File: config.mk
export PLATFORM = sky130hd
export DESIGN_NAME = dmem_responder
export DESIGN_NICKNAME = d
export VERILOG_FILES = /design/src/rtl/dmem_responder.sv
export SDC_FILE = /design/constraint.sdc
export NUM_CORES = 2
export LEC_CHECK = 0
export ABC_AREA = 1
export BUFFER_PORTS_ARGS = -buffer_cell sky130_fd_sc_hd__buf_4
export CAP_MARGIN = 10
export CORE_MARGIN = 3
export CORE_UTILIZATION = 29
export DETAILED_ROUTE_END_ITERATION = 12
export PLACE_DENSITY = 0.45
export SYNTH_ARGS = -nofsm -noshare
export SYNTH_HDL_FRONTEND = slang
export SYNTH_SLANG_ARGS = --single-unit
File: constraint.sdc
create_clock -name clk -period 9.5 [get_ports clk]
set_input_delay 0.475 -clock clk [delete_from_list [all_inputs] [get_ports clk]]
set_output_delay 0.475 -clock clk [all_outputs]
set_load 0.05 [all_outputs]
File: src/rtl/dmem_responder.sv
// Data-memory responder for the RV32I load/store port: one outstanding request,
// LATENCY wait states, then a byte/half/word access to a word-organised RAM.
module dmem_responder #(
  parameter int DEPTH   = 128,
  parameter int LATENCY = 2
) (
  input  logic        clk,
  input  logic        rst,
  input  logic        req_valid,
  output logic        req_ready,
  input  logic        req_we,
  input  logic [2:0]  req_funct3,
  input  logic [31:0] req_addr,
  input  logic [31:0] req_wdata,
  output logic        rsp_valid,
  input  logic        rsp_ready,
  output logic [31:0] rsp_rdata,
  output logic        rsp_err
);

  localparam int          AW         = $clog2(DEPTH);
  localparam int          CW         = (LATENCY < 1) ? 1 : $clog2(LATENCY + 1);
  localparam logic [31:0] ADDR_LIMIT = 32'(DEPTH * 4);

  typedef enum logic [1:0] {
    S_IDLE = 2'd0,
    S_WAIT = 2'd1,
    S_RESP = 2'd2
  } state_t;

  function automatic logic req_error(input logic we, input logic [2:0] f3,
                                     input logic [31:0] addr);
    logic illegal;
    logic misaligned;
    if (we) begin
      illegal = f3[2] || (f3[1:0] == 2'b11);
    end else begin
      illegal = (f3 == 3'b011) || (f3 == 3'b110) || (f3 == 3'b111);
    end
    misaligned = ((f3[1:0] == 2'b01) && addr[0]) ||
                 ((f3[1:0] == 2'b10) && (addr[1:0] != 2'b00));
    return illegal || misaligned || (addr >= ADDR_LIMIT);
  endfunction

  function automatic logic [31:0] load_extract(input logic [31:0] word,
                                               input logic [2:0] f3,
                                               input logic [1:0] lane);
    logic [7:0]  b;
    logic [15:0] h;
    logic [31:0] res;
    case (lane)
      2'd0:    b = word[7:0];
      2'd1:    b = word[15:8];
      2'd2:    b = word[23:16];
      2'd3:    b = word[31:24];
      default: b = 8'd0;
    endcase
    h = lane[1] ? word[31:16] : word[15:0];
    case (f3)
      3'b000:  res = {{24{b[7]}}, b};
      3'b100:  res = {24'd0, b};
      3'b001:  res = {{16{h[15]}}, h};
      3'b101:  res = {16'd0, h};
      3'b010:  res = word;
      default: res = 32'd0;
    endcase
    return res;
  endfunction

  // Replicated store data plus byte enables merge only the addressed lanes
  function automatic logic [31:0] store_merge(input logic [31:0] word,
                                              input logic [31:0] wdata,
                                              input logic [2:0] f3,
                                              input logic [1:0] lane);
    logic [3:0]  be;
    logic [31:0] d;
    logic [31:0] res;
    case (f3[1:0])
      2'b00: begin
        be = 4'b0001 << lane;
        d  = {4{wdata[7:0]}};
      end
      2'b01: begin
        be = lane[1] ? 4'b1100 : 4'b0011;
        d  = {2{wdata[15:0]}};
      end
      2'b10: begin
        be = 4'b1111;
        d  = wdata;
      end
      default: begin
        be = 4'b0000;
        d  = 32'd0;
      end
    endcase
    for (int i = 0; i < 4; i++) begin
      res[8*i +: 8] = be[i] ? d[8*i +: 8] : word[8*i +: 8];
    end
    return res;
  endfunction

  state_t          state_q, state_d;
  logic [CW-1:0]   cnt_q, cnt_d;
  logic            we_q, we_d;
  logic [2:0]      f3_q, f3_d;
  logic [31:0]     addr_q, addr_d;
  logic [31:0]     wdata_q, wdata_d;
  logic            req_ready_q, req_ready_d;
  logic            rsp_valid_q, rsp_valid_d;
  logic [31:0]     rsp_rdata_q, rsp_rdata_d;
  logic            rsp_err_q, rsp_err_d;
  logic [31:0]     mem_q [DEPTH];

  logic            use_req_s;
  logic            do_access_s;
  logic            acc_we_s;
  logic [2:0]      acc_f3_s;
  logic [31:0]     acc_addr_s;
  logic [31:0]     acc_wdata_s;
  logic            acc_err_s;
  logic [AW-1:0]   acc_idx_s;
  logic [31:0]     rd_word_s;
  logic            mem_we_s;

  // With zero wait states the access happens on the accept edge straight from the request
  assign use_req_s   = (LATENCY == 0) && (state_q == S_IDLE);
  assign acc_we_s    = use_req_s ? req_we     : we_q;
  assign acc_f3_s    = use_req_s ? req_funct3 : f3_q;
  assign acc_addr_s  = use_req_s ? req_addr   : addr_q;
  assign acc_wdata_s = use_req_s ? req_wdata  : wdata_q;
  assign acc_err_s   = req_error(acc_we_s, acc_f3_s, acc_addr_s);
  assign acc_idx_s   = acc_addr_s[AW+1:2];
  assign rd_word_s   = mem_q[acc_idx_s];
  assign mem_we_s    = do_access_s && acc_we_s && !acc_err_s;

  // Next-state, request latch and response register logic
  always_comb begin
    state_d     = state_q;
    cnt_d       = cnt_q;
    we_d        = we_q;
    f3_d        = f3_q;
    addr_d      = addr_q;
    wdata_d     = wdata_q;
    rsp_valid_d = rsp_valid_q;
    rsp_rdata_d = rsp_rdata_q;
    rsp_err_d   = rsp_err_q;
    do_access_s = 1'b0;
    case (state_q)
      S_IDLE: begin
        if (req_valid) begin
          we_d    = req_we;
          f3_d    = req_funct3;
          addr_d  = req_addr;
          wdata_d = req_wdata;
          if (LATENCY == 0) begin
            do_access_s = 1'b1;
            state_d     = S_RESP;
          end else begin
            cnt_d   = CW'(LATENCY);
            state_d = S_WAIT;
          end
        end else begin
          state_d = S_IDLE;
        end
      end
      S_WAIT: begin
        cnt_d = cnt_q - CW'(1);
        if (cnt_q == CW'(1)) begin
          do_access_s = 1'b1;
          state_d     = S_RESP;
        end else begin
          state_d = S_WAIT;
        end
      end
      S_RESP: begin
        if (rsp_ready) begin
          state_d     = S_IDLE;
          rsp_valid_d = 1'b0;
          rsp_rdata_d = 32'd0;
          rsp_err_d   = 1'b0;
        end else begin
          state_d = S_RESP;
        end
      end
      default: begin
        state_d = S_IDLE;
      end
    endcase
    if (do_access_s) begin
      rsp_valid_d = 1'b1;
      rsp_err_d   = acc_err_s;
      rsp_rdata_d = (acc_err_s || acc_we_s) ? 32'd0
                                            : load_extract(rd_word_s, acc_f3_s, acc_addr_s[1:0]);
    end else begin
      rsp_valid_d = rsp_valid_d;
    end
    req_ready_d = (state_d == S_IDLE);
  end

  // State and output registers with synchronous active-low reset
  always_ff @(posedge clk) begin
    if (!rst) begin
      state_q     <= S_IDLE;
      cnt_q       <= '0;
      we_q        <= 1'b0;
      f3_q        <= 3'd0;
      addr_q      <= 32'd0;
      wdata_q     <= 32'd0;
      req_ready_q <= 1'b1;
      rsp_valid_q <= 1'b0;
      rsp_rdata_q <= 32'd0;
      rsp_err_q   <= 1'b0;
    end else begin
      state_q     <= state_d;
      cnt_q       <= cnt_d;
      we_q        <= we_d;
      f3_q        <= f3_d;
      addr_q      <= addr_d;
      wdata_q     <= wdata_d;
      req_ready_q <= req_ready_d;
      rsp_valid_q <= rsp_valid_d;
      rsp_rdata_q <= rsp_rdata_d;
      rsp_err_q   <= rsp_err_d;
    end
  end

  // RAM write port; a store caught by reset is dropped
  always_ff @(posedge clk) begin
    if (rst && mem_we_s) begin
      mem_q[acc_idx_s] <= store_merge(rd_word_s, acc_wdata_s, acc_f3_s, acc_addr_s[1:0]);
    end
  end

  assign req_ready = req_ready_q;
  assign rsp_valid = rsp_valid_q;
  assign rsp_rdata = rsp_rdata_q;
  assign rsp_err   = rsp_err_q;

endmodule

# After elaboration in Yosys (flattened, before gate mapping)
# Memories as Yosys holds them, arrays and structs flattened. A register that Yosys moved wholly into a read port is not among the register bits.
# Cells that the tools add are included.
# totals
reg_bits,107
latch_bits,0
ram_bits,4096
romBits,0
input_bits,72
elab_cells,89
memories,1
# classes
add_sub_neg,1
n_mul,0
div,0
order_cmp,1
n_eq_ne,17
n_shift,1
n_mux,33
bitwise,0
n_reduce_logical,25
# memory_table
memory,depth,word_bits,rd,rd_clocked_by_memory_dff,write_ports,line,source
mem_q,128,32,1,1,1,112,logic [31:0] mem_q [DEPTH];
# op_table
op,count
32-bit 2-to-1 mux,5
32-bit one-hot mux with 5 select lines,1
32-bit one-hot mux with 3 select lines,1
"32-bit by 10-bit greater-or-equal comparator with 1-bit output, second input constant",1
8-bit 2-to-1 mux,4
8-bit one-hot mux with 4 select lines,1
16-bit 2-to-1 mux,1
7-bit 2-to-1 mux,2
"3-bit == test, second input constant",4
4-bit one-hot mux with 3 select lines,1
"2-bit == test, second input constant",5
1-bit 2-to-1 mux,10
"2-bit by 1-bit == test with 1-bit output, second input constant",4
2-bit zero test,4
4-bit 2-to-1 mux,2
2-bit nonzero test,4
1-bit logical OR,7
"3-bit by 2-bit == test with 1-bit output, second input constant",2
2-bit 2-to-1 mux,3
2-bit one-hot mux with 3 select lines,1
2-bit AND reduction,3
1-bit logical AND,5
2-bit one-hot mux with 2 select lines,1
"1-bit by 2-bit << shifter with 4-bit output, first input constant",1
5 further kinds,5

# Depth between registers and ports, before layout
# logic_depth
ltp_word,11
depth_mapped,21

# Worst setup path before layout
# OpenSTA, ideal clock, no wires.
# synth_path
kind,register -> register
startpoint,register f3_q[1] (netlist: acc_f3_s[1])
endpoint,memory mem_q[0][24] (data pin)
setup_ps,1197
t_arrival_ps,6432
slack_ps,1870
path_stages_with_launch,10
period_less_slack_ps,7630
cell_sequence,dfxtp_1 -> clkbuf_1 -> nor2_1 -> inv_1 -> clkbuf_1 -> nand2_1 -> o22ai_1 -> inv_1 -> clkbuf_1 -> o21ai_0
# synth_between
elab_chain_cells,4
word_cells_on_any_way,8
classes_between,eq/ne (2); mux (5); reduce/logical (1)
# synth_lines
item,line,source
start: declaration,105,"logic [2:0] f3_q, f3_d;"
start signal: assignment,206,f3_q <= 3'd0;
start signal: assignment,217,f3_q <= f3_d;
2-bit == test (tied with other cells),78,case (f3[1:0])
32-bit one-hot mux with 3 select lines / 4-bit one-hot mux with 3 select lines (equally long branches),78,
32-bit 2-to-1 mux / 4-bit 2-to-1 mux (equally long branches),229,if (rst && mem_we_s) begin
8-bit 2-to-1 mux *,97,res[8*i +: 8] = be[i] ? d[8*i +: 8] : word[8*i +: 8];
end: declaration,112,
# Every way passes the cells marked *; elsewhere a longest branch is shown, timed or not. The select of a mux whose other input is x is not followed.

==> flow_summary.yaml <==
global_route:
  grt_use_total_pct: 19.3
  grt_max_degree: 180
  grt_pass1_wl_um: 820000
  antenna_found_initial: 22
  grt_overflow: 0
  grt_pass1_vias: 103000
worst_setup_path:
  critPathKind: "register to register"
  crit_path_end_kind: "register"
  crit_path_frequent_cell: "nand3_1"
  cp_cell_sequence: "buf_4 -> buf_4 -> o21ai_0 -> o22ai_1 -> nand2_1 -> nand3_1 -> nand3_1 -> nand3_1 -> nand3_1 -> a31oi_4 -> buf_4"
  slowest_delay_ps: 1040
  critPathRequiredTime_ps: 10150
  cp-start-kind: "register"
  reg2reg_slack_ps: 3550
  crit_fanout: 60
  critPathArrivalTime_ps: 6600
  critical-path-slowest-cell: "a31oi_4"
drt:
  post_drt_wl_per_cell_um: 27.6
  wl_um: 585000
  drc_errors: 0
  routed-via-count: 110000
  routed_via_density: 5.18
  ant_nets: 0
  dr.pass1.iters: 6
  drt_iter0_markers: 11700
place:
  place_congestion: 0.900
  io_buffers: 106
  place_area_sq_mm: 0.177
  hpwl_um: 330000
run_status:
  violations: "max-slew violations"
  run_status: "finished, violations left"
floorplan:
  ioPinCount: 107
  coreArea_sq_mm: 0.573
  start_util_pct: 29.1
  die-area_sq_mm: 0.585
  rows: 278
  die_h_um: 765
  die_w_um: 765
power:
  p_leak_nw: 61.7
  p_comb_share_pct: 14.9
  p_sw_share_pct: 28.8
  ir_drop_uv: 159
  power_frac_clock_pct: 36.4
  p_seq_share_pct: 48.7
  p_int_w: 0.0322
  switchingPower_w: 0.0130
  power.density_mw_per_mm2: 236
cts:
  cts_max_level: 5
  cts_resized: 0
  clock_tree.buffer_depth: 4
  cts.sinks: 4210
  cts_tree: "yes"
  clk_pin_slew_ps: 60
  cts_root_buffer: "clkbuf_16"
  cts_setup_buffers: 0
  cts_buffers: 441
  clk_latency_ps: 1050
yosys:
  syn_nets: 13300
  ys.warnings.count: 0
  synth_area_sq_mm: 0.167
  avgSynthCellArea_sq_um: 12.6
  yosysSeqAreaShare_pct: 75.1
  synth_cell_types: 35
  ys_ff_latch: 4210
  postSynthCellCount: 13300
final_layout:
  drive_gt1_share_pct: 8.65
  syn_to_final_growth_pct: 14.8
  nNetsFinal: 13400
  fin_util_pct: 33.4
  final_area_sq_mm: 0.192
sta:
  setup_viol: 0
  rsz0062_at_grt: "false"
  max_freq_mhz: 168
  slew_violations: 1
  finalHoldViolCount: 0
  finalCritPeriodShare_pct: 62.6
  tightest_slew_ps: 1530
  post-route-min-period_ps: 5950
  fin_skew_ps: 103
  fin_setup_tns_ps: 0
  slew_headroom_pct: -2.21
  hold_ws_ps: 187
job:
  maxCapViolations: 0
worst_hold_path:
  hp-class: "input port to register"
## power groups by stage
stage	Sequential, W	Combinational, W	Clock, W
3_3_place_gp	0.0224	0.00670	0
4_1_cts	0.0220	0.00676	0.0168
3_5_place_dp	0.0224	0.00671	0
6_report	0.0220	0.00672	0.0165
2_1_floorplan	0.0228	0.00303	0
5_1_grt	0.0220	0.00713	0.0175
## timing repair
item                       4_1_cts  5_1_grt
setup endpoints to repair        0        0
hold endpoints to repair        69        0
hold buffers                   108        0
## per-layer routing
metal / share of wire, % / vias up / track usage [%]
li1: - / 48800 / -
met1: 44 / 56500 / 27.0
met2: 45 / 3625 / 30.1
met3: 6.2 / 840 / 2.72
met4: 4.8 / 4 / 8.10
met5: 0.0036 / - / 0
## cell type report
| type | instances | area (sq um) |
|---|---|---|
| repair buffers | 537 | 5060 |
| diodes | 11 | 27.5 |
| clock buffers | 551 | 11600 |
| fillers | 56700 | 382000 |
| clock inverters | 234 | 1790 |
| inverters | 47 | 229 |
| well taps | 7560 | 9460 |
| multi-input cells | 8045 | 38200 |
| flip-flops and latches | 4210 | 125000 |
## placed cells by master, fill, tap and decap left out, types with 76 or more instances in the layout
master         Yosys  layout
dlygate4sd3_1      0     108
nand2_1         1788    1788
edfxtp_1        4096    4096
dfxtp_1          114     108
clkbuf_1         471     105
o21ai_1           76      76
nor2_1          1968    1838
clkinv_1           1     119
o21ai_0         1700    1693
o22ai_1          849     849
nand3_1         1542    1533
buf_4             92     368
nor2_4             0     128
clkbuf_16          0     446
## final timing paths
kind | start | endpoint | cells after the start
min | req_addr[2] | register | 3
min reg2reg | cnt_q[1] | cnt_q[1] | 2
max reg2reg | register | mem_q[103][22] | 11
max | register | mem_q[103][22] | 11
## synth_stat cells
library cell / number / area [sq um]
edfxtp_1: 4096 / 123000
nor2_1: 1968 / 7390
nand2_1: 1788 / 6710
o21ai_0: 1700 / 8510
nand3_1: 1542 / 7720
o22ai_1: 849 / 5310
clkbuf_1: 471 / 1770
buf_2: 236 / 1180
dfxtp_1: 114 / 2280
buf_1: 97 / 364
buf_4: 92 / 691
o21ai_1: 76 / 380
a21oi_1: 73 / 365
buf_6: 56 / 631
inv_1: 41 / 154
a31oi_1: 16 / 100
a221oi_1: 15 / 131
nor4_1: 6 / 37.5
inv_2: 3 / 11.3
buf_8: 2 / 30.0
clkinv_2: 2 / 10.0
a211oi_1: 1 / 7.51
a22oi_1: 1 / 7.51
a41oi_1: 1 / 8.76
buf_12: 1 / 20.0
clkinv_1: 1 / 3.75
ha_1: 1 / 12.5
nand2_2: 1 / 6.26
nand3_2: 1 / 10.0
nand3b_1: 1 / 7.51
nand4_1: 1 / 6.26
nor3_1: 1 / 5.00
nor4_2: 1 / 12.5
o21a_1: 1 / 7.51
o41ai_1: 1 / 8.76
## stage by stage
stage | total power, W | setup slack (ps) | std cells
4_1_cts | 0.0456 | 3610 | 21200
3_5_place_dp | 0.0291 | 3640 | 20300
2_1_floorplan | 0.0258 | 1870 | 13300
6_report | 0.0452 | 3550 | 21200
5_1_grt | 0.0466 | 3370 | 21200
3_3_place_gp | 0.0291 | 3660 | 20300
## sequential cells by signal, indices dropped and copies added, names as in the netlist, named ones only
signal	cells
rsp_rdata	32
acc_wdata_s	32
rsp_err	1
mem_q	4096
acc_addr_s	32
acc_we_s	1
state_q	2
rsp_valid	1
acc_f3_s	3
req_ready	1
cnt_q	2
## worst max-delay path: cells and delay by family, from the launching register on
kind                   cells  cell delay (ps)
AOI/OAI and AO/OA          3             1470
buffers and inverters      3             1800
DFF                        1              820
and+or+nand+nor            5             1310
## kinds of logic (layout without fill, tap and decap cells)
| group | count (synthesis) | in the layout | share of synthesized area (%) |
|---|---|---|---|
| AO/OA/AOI/OAI | 2734 | 2734 | 8.89 |
| adder cells (fa/ha/maj) | 1 | 1 | 0.00750 |
| buffers and inverters | 1002 | 1369 | 2.91 |
| flip-flops | 4210 | 4210 | 75.1 |
| other | 0 | 11 | 0 |
| AND/OR/NAND/NOR | 5310 | 5310 | 13.1 |
Power figures use the tool's default switching activity.
